===== src/rtl/gru_matvec_sched.sv =====
// gru_matvec_sched: sequences a 4-lane dot-product unit over ROWS x COLS/4 chunks to form y = W*x.
//   start          in   begin a pass (sampled in IDLE only)
//   busy/done/err  out  not-idle / pass-complete pulse / WAIT-timeout pulse
//   w_addr/x_addr  out  weight and vector word addresses, valid from FETCH
//   mac_en         out  one-cycle operand-valid strobe to the dot-product unit
//   mac_valid/sum  in   dot-product result handshake
//   out_valid/row/data  out  one-cycle pulse with the saturated row result
module gru_matvec_sched #(
    parameter int ROWS    = 16,
    parameter int COLS    = 16,
    parameter int TIMEOUT = 64,
    localparam int CHUNKS = COLS / 4,
    localparam int AW     = (ROWS * CHUNKS > 1) ? $clog2(ROWS * CHUNKS) : 1,
    localparam int XW     = (CHUNKS > 1) ? $clog2(CHUNKS) : 1,
    localparam int RW     = (ROWS > 1) ? $clog2(ROWS) : 1
) (
    input  logic                 clk,
    input  logic                 rst_n,
    input  logic                 start,
    output logic                 busy,
    output logic                 done,
    output logic                 err,
    output logic [AW-1:0]        w_addr,
    output logic [XW-1:0]        x_addr,
    output logic                 mac_en,
    input  logic                 mac_valid,
    input  logic signed [15:0]   mac_sum,
    output logic                 out_valid,
    output logic [RW-1:0]        out_row,
    output logic signed [15:0]   out_data
);
    localparam int CW = $clog2(TIMEOUT);

    typedef enum logic [2:0] {IDLE, FETCH, ISSUE, WAIT, WRITE} state_t;

    state_t             state_q, state_d;
    logic [RW-1:0]      row_q, row_d, out_row_q, out_row_d;
    logic [XW-1:0]      chunk_q, chunk_d, x_addr_q, x_addr_d;
    logic [AW-1:0]      w_addr_q, w_addr_d;
    logic [CW-1:0]      cnt_q, cnt_d;
    logic signed [23:0] acc_q, acc_d;
    logic signed [15:0] out_data_q, out_data_d;
    logic               done_q, done_d, err_q, err_d, mac_en_q, mac_en_d, out_valid_q, out_valid_d;

    function automatic logic signed [15:0] sat16(input logic signed [23:0] a);
        return (a > 24'sd32767) ? 16'sh7fff : (a < -24'sd32768) ? 16'sh8000 : a[15:0];
    endfunction

    always_comb begin
        state_d = state_q;
        row_d   = row_q;
        chunk_d = chunk_q;
        acc_d   = acc_q;
        cnt_d   = cnt_q;
        done_d  = 1'b0;
        err_d   = 1'b0;
        case (state_q)
            IDLE: if (start) begin
                row_d   = '0;
                chunk_d = '0;
                acc_d   = '0;
                state_d = FETCH;
            end
            FETCH: state_d = ISSUE;
            ISSUE: begin
                cnt_d   = '0;
                state_d = WAIT;
            end
            WAIT: if (mac_valid) begin
                acc_d   = acc_q + {{8{mac_sum[15]}}, mac_sum};
                chunk_d = (chunk_q == XW'(CHUNKS - 1)) ? chunk_q : chunk_q + XW'(1);
                state_d = (chunk_q == XW'(CHUNKS - 1)) ? WRITE : FETCH;
            end else if (cnt_q == CW'(TIMEOUT - 2)) begin
                // cnt counts WAIT cycles from zero, so err lands TIMEOUT cycles after mac_en
                err_d   = 1'b1;
                state_d = IDLE;
            end else begin
                cnt_d = cnt_q + CW'(1);
            end
            WRITE: begin
                acc_d   = '0;
                chunk_d = '0;
                done_d  = (row_q == RW'(ROWS - 1));
                row_d   = (row_q == RW'(ROWS - 1)) ? row_q : row_q + RW'(1);
                state_d = (row_q == RW'(ROWS - 1)) ? IDLE : FETCH;
            end
            default: state_d = IDLE;
        endcase
        // Outputs are registered from the next state so they are valid in the state itself
        mac_en_d    = (state_d == ISSUE);
        out_valid_d = (state_d == WRITE);
        w_addr_d    = (state_d == FETCH) ? AW'(row_d) * AW'(CHUNKS) + AW'(chunk_d) : w_addr_q;
        x_addr_d    = (state_d == FETCH) ? chunk_d : x_addr_q;
        out_row_d   = out_valid_d ? row_d : out_row_q;
        out_data_d  = out_valid_d ? sat16(acc_d) : out_data_q;
    end

    always_ff @(posedge clk or negedge rst_n) begin
        if (!rst_n) begin
            state_q     <= IDLE;
            row_q       <= '0;
            chunk_q     <= '0;
            acc_q       <= '0;
            cnt_q       <= '0;
            done_q      <= 1'b0;
            err_q       <= 1'b0;
            mac_en_q    <= 1'b0;
            out_valid_q <= 1'b0;
            w_addr_q    <= '0;
            x_addr_q    <= '0;
            out_row_q   <= '0;
            out_data_q  <= '0;
        end else begin
            state_q     <= state_d;
            row_q       <= row_d;
            chunk_q     <= chunk_d;
            acc_q       <= acc_d;
            cnt_q       <= cnt_d;
            done_q      <= done_d;
            err_q       <= err_d;
            mac_en_q    <= mac_en_d;
            out_valid_q <= out_valid_d;
            w_addr_q    <= w_addr_d;
            x_addr_q    <= x_addr_d;
            out_row_q   <= out_row_d;
            out_data_q  <= out_data_d;
        end
    end

    assign busy      = (state_q != IDLE);
    assign done      = done_q;
    assign err       = err_q;
    assign mac_en    = mac_en_q;
    assign out_valid = out_valid_q;
    assign w_addr    = w_addr_q;
    assign x_addr    = x_addr_q;
    assign out_row   = out_row_q;
    assign out_data  = out_data_q;
endmodule


===== config.mk =====
export PLATFORM = sky130hd
export DESIGN_NAME = gru_matvec_sched
export DESIGN_NICKNAME = d
export VERILOG_FILES = /design/src/rtl/gru_matvec_sched.sv
export SDC_FILE = /design/constraint.sdc
export NUM_CORES = 1
export LEC_CHECK = 0
export ABC_CLOCK_PERIOD_IN_PS = 3300
export CORE_UTILIZATION = 45
export DETAILED_ROUTE_END_ITERATION = 16
export DONT_BUFFER_PORTS = 1
export GPL_TIMING_DRIVEN = 0
export HOLD_SLACK_MARGIN = 0.05
export SETUP_SLACK_MARGIN = 0.1
export SLEW_MARGIN = 20
export SYNTH_ARGS = -nofsm -noshare
export SYNTH_HDL_FRONTEND = slang
export SYNTH_SLANG_ARGS = --single-unit

===== constraint.sdc =====
create_clock -name clk -period 3.3 [get_ports clk]
set_clock_uncertainty 0.2 [all_clocks]
set_input_delay 0.33 -clock clk [delete_from_list [all_inputs] [get_ports clk]]
set_output_delay 0.33 -clock clk [all_outputs]
set_load 0.02 [all_outputs]

==> run_results.csv <==
group,metric,value,unit
run_status,status,"complete, but fails checks",
run_status,violations,"setup timing",
sta,rsz0062_at_grt,"yes",
route,dr.first_iter.drc_count,189,
synth,synth.avg_cell_area,9.10,sq um
critical_path,max_stage_delay,420,ps
critical_path,criticalPathCategory,"reg2reg",
floorplan,die_h,99.1,um
synth,synth-async-reset-ratio,1.00,
critical_path,cp_max_fo,4,
floorplan,start_util,0.461,
final_layout,diodes,0,
sta,fmax,0.275,GHz
grt,grt_max_degree,70,
sta,worst_slew_pin_slew,651,ps
route,drt_wl_total,10.6,mm
synth,yosys-top-cells-area,"dfrtp_1 (41%), ha_1 (7.7%), a21oi_1 (4.6%)",
synth,netlist_area,4240,sq um
critical_path,startpoint,"acc_q[0]",
cts,clock_path_buffers,2,
floorplan,die_area,9820,sq um
synth,syn-instance-count,466,
critical_path,crit_chain,"ha_4, fa_2, a21o_1, a221o_2, a31oi_4, nand3b_1, a32o_2, a2111o_1, or4_4, nor3b_4, a221o_1",
critical_path,crit_path_end,"out_data[6]",
route,dr.pass1.iters,4,
floorplan,core_area,9200,sq um
power,powerDensity,1040,nW/um^2
final_layout,fill_cells,856,
route,antenna_left,0,
critical_path,crit_path_end_kind,"flop",
route,via_per_inst,5.86,
worst_hold_path,min_from,"mac_sum[0]",
worst_hold_path,hold_class,"in2reg",
grt,grt_pass1_wl,17.6,mm
cts,clk_pin_slew,80,ps
critical_path,path_buf_inv,0,
sta,holdWs,74.4,ps
grt,antenna_found_initial,0,
cts,cts_tree,"done",
placed_design,place_hpwl,7.54,mm
power,seqPwrFrac,0.323,
synth,syn_nets,513,
grt,grt_overflow,0,
power,switching_power,0.00235,W
power,switching_share,0.469,
synth,synth_top_area_share,0.407,
critical_path,timing.rr.start,"acc_q[0]",
cts,root_buffer,"clkbuf_8",
floorplan,rows,35,
route,vias,3554,
critical_path,critPathArrivalTime,3650,ps
final_layout,drive_gt1_frac,0.139,
power,p_clk_frac,0.139,
power,power_frac_comb,0.537,
floorplan,die_w,99.1,um
placed_design,numPortBuffers,0,
cts,htree_levels,3,
route,wl_per_cell,17.5,um
synth,synth-seq-area-share,0.407,
placed_design,gp_congestion,0.875,
critical_path,critPathRequiredTime,3320,ps
sta,setup_viol,15,
sta,finalHoldViolations,0,
sta,period_needed,3630,ps
route,drc,0,
sta,finalCritPeriodShare,1.10,
critical_path,reg2reg_depth,11,
flow_run,cap_violations,0,
synth,ys_seq_elements,69,
floorplan,io-pin-count,53,
critical_path,slowest_stage,"or4_4",
final_layout,post-route-cell-area,4810,sq um
sta,postLayoutSetupSlackWorst,-330,ps
placed_design,placed_area,4390,sq um
synth,ys_top_cells_by_count,"dfrtp_1 (69), nand2_1 (50), a21oi_1 (39)",
synth,synth_most_common_cell,"dfrtp_1",
sta,slew_violations,0,
synth,ys_types,59,
sta,slew_headroom,0.565,
cts,clock-sinks,69,
cts,cts_buffers,9,
critical_path,r2r-end,"out_data[6]",
cts,clk_latency,350,ps
critical_path,path_delay_family,"compound AO/OA/AOI/OAI gates",
synth,synth_top_cell_by_area,"dfrtp_1",
synth,synth_edf_count,0,
final_layout,final_nets,537,
critical_path,regToRegSetupSlack,-330,ps
synth,ys_warn_count,0,
grt,grt_pass1_vias,3473,
final_layout,finish.utilization,0.523,
power,p_leak,2.19,nW
synth,ys.flop_type,"dfrtp_1",
grt,track_usage,0.230,
critical_path,path_depth,11,
power,internal-power,0.00266,W
power,peakVddDrop,0.542,mV
critical_path,startpoint_type,"flop",
final_layout,synthToLayoutAreaGrowth,13.3,%
[layout make-up]
cell class,instances,area (sq um),share of cell area
clock buffers,9,124,0.0258
well taps,111,139,0.0289
flip-flops and latches,69,1730,0.359
plain buffers,25,123,0.0255
inverters,12,45.0,0.00937
multi-input cells,360,2450,0.510
clock inverters,7,75.1,0.0156
repair buffers,13,124,0.0258
[what timing repair did]
item | in CTS | in global routing
buffers inserted | 8 | 2
endpoints found under the hold margin | 69 | 0
cloned | 1 | 0
hold buffers | 2 | 0
endpoints found under the setup margin | 15 | 16
pin swaps | 1 | 2
gates resized for setup | 15 | 6
[worst min path at each step]
stage,cells after the start,slack [ps],to
floorplan,0,-170,acc_q[0]
global placement,0,-160,acc_q[11]
detailed placement,0,-160,acc_q[11]
CTS,2,60,acc_q[0]
global route,2,80,acc_q[0]
finish,2,70,acc_q[0]
[stage by stage]
| stage | std cells | total power [W] | setup slack (ps) | setup TNS [ps] |
|---|---|---|---|---|
| 3_3_place_gp | 577 | 0.00400 | -480 | -6780 |
| 4_1_cts | 604 | 0.00497 | -331 | -4360 |
| 5_1_grt | 606 | 0.00540 | -425 | -5920 |
| 3_5_place_dp | 577 | 0.00403 | -522 | -7110 |
| 6_report | 606 | 0.00501 | -330 | -4420 |
| 2_1_floorplan | 466 | 0.00346 | -192 | -1210 |
[state kept, by name, summed over array words and instances, names as in the netlist]
name and count:
x_addr 1, out_row 4, done 1, mac_en 1
err 1, row_q 4, state_q 3, cnt_q 6
out_valid 1, w_addr 5, chunk_q 2, out_data 16
acc_q 24
[worst register-to-register path, cell delays in order, from the launching register on]
cell and delay [ps]:
dfrtp_1 410, ha_4 170, fa_2 340, a21o_1 210, a221o_2 390, a31oi_4 180
nand3b_1 100, a32o_2 290, a2111o_1 340, or4_4 430, nor3b_4 190, a221o_1 280
[metal layers]
metal  track usage  wire, um  vias up
met3        0.0492       518       10
li1              -         -     1750
met4        0.0645       119        0
met5             0         0        -
met1         0.323      5130     1714
met2         0.361      4850       80
[logic make-up after synthesis]
| kind of cell | Yosys count | share of synthesized area |
|---|---|---|
| compound gates | 136 | 0.213 |
| xor+xnor | 19 | 0.0392 |
| fa+ha+maj | 27 | 0.0814 |
| buf+inv | 37 | 0.0375 |
| flops | 69 | 0.407 |
| mux | 11 | 0.0277 |
| simple gates | 167 | 0.194 |
[power groups by stage]
stage                     combinational [W]  clock (W)  sequential (W)
after floorplan                     0.00192          0         0.00155
after CTS                           0.00264   0.000714         0.00162
final                               0.00269   0.000697         0.00162
after detailed placement            0.00241          0         0.00163
after global placement              0.00238          0         0.00162
after global routing                0.00299   0.000747         0.00166
[layout by cell type, fill, tap and decap left out, drive strengths merged, types with 13 or more instances in the layout]
cell type	netlist	layout
nand3	18	18
ha	26	26
clkbuf	15	24
nand4	13	13
nor2	35	35
nand2	50	50
a21oi	39	39
o21ai	35	35
buf	10	22
and2	14	14
dfrtp	69	69
No activity file was read; power rests on OpenSTA's default activity.
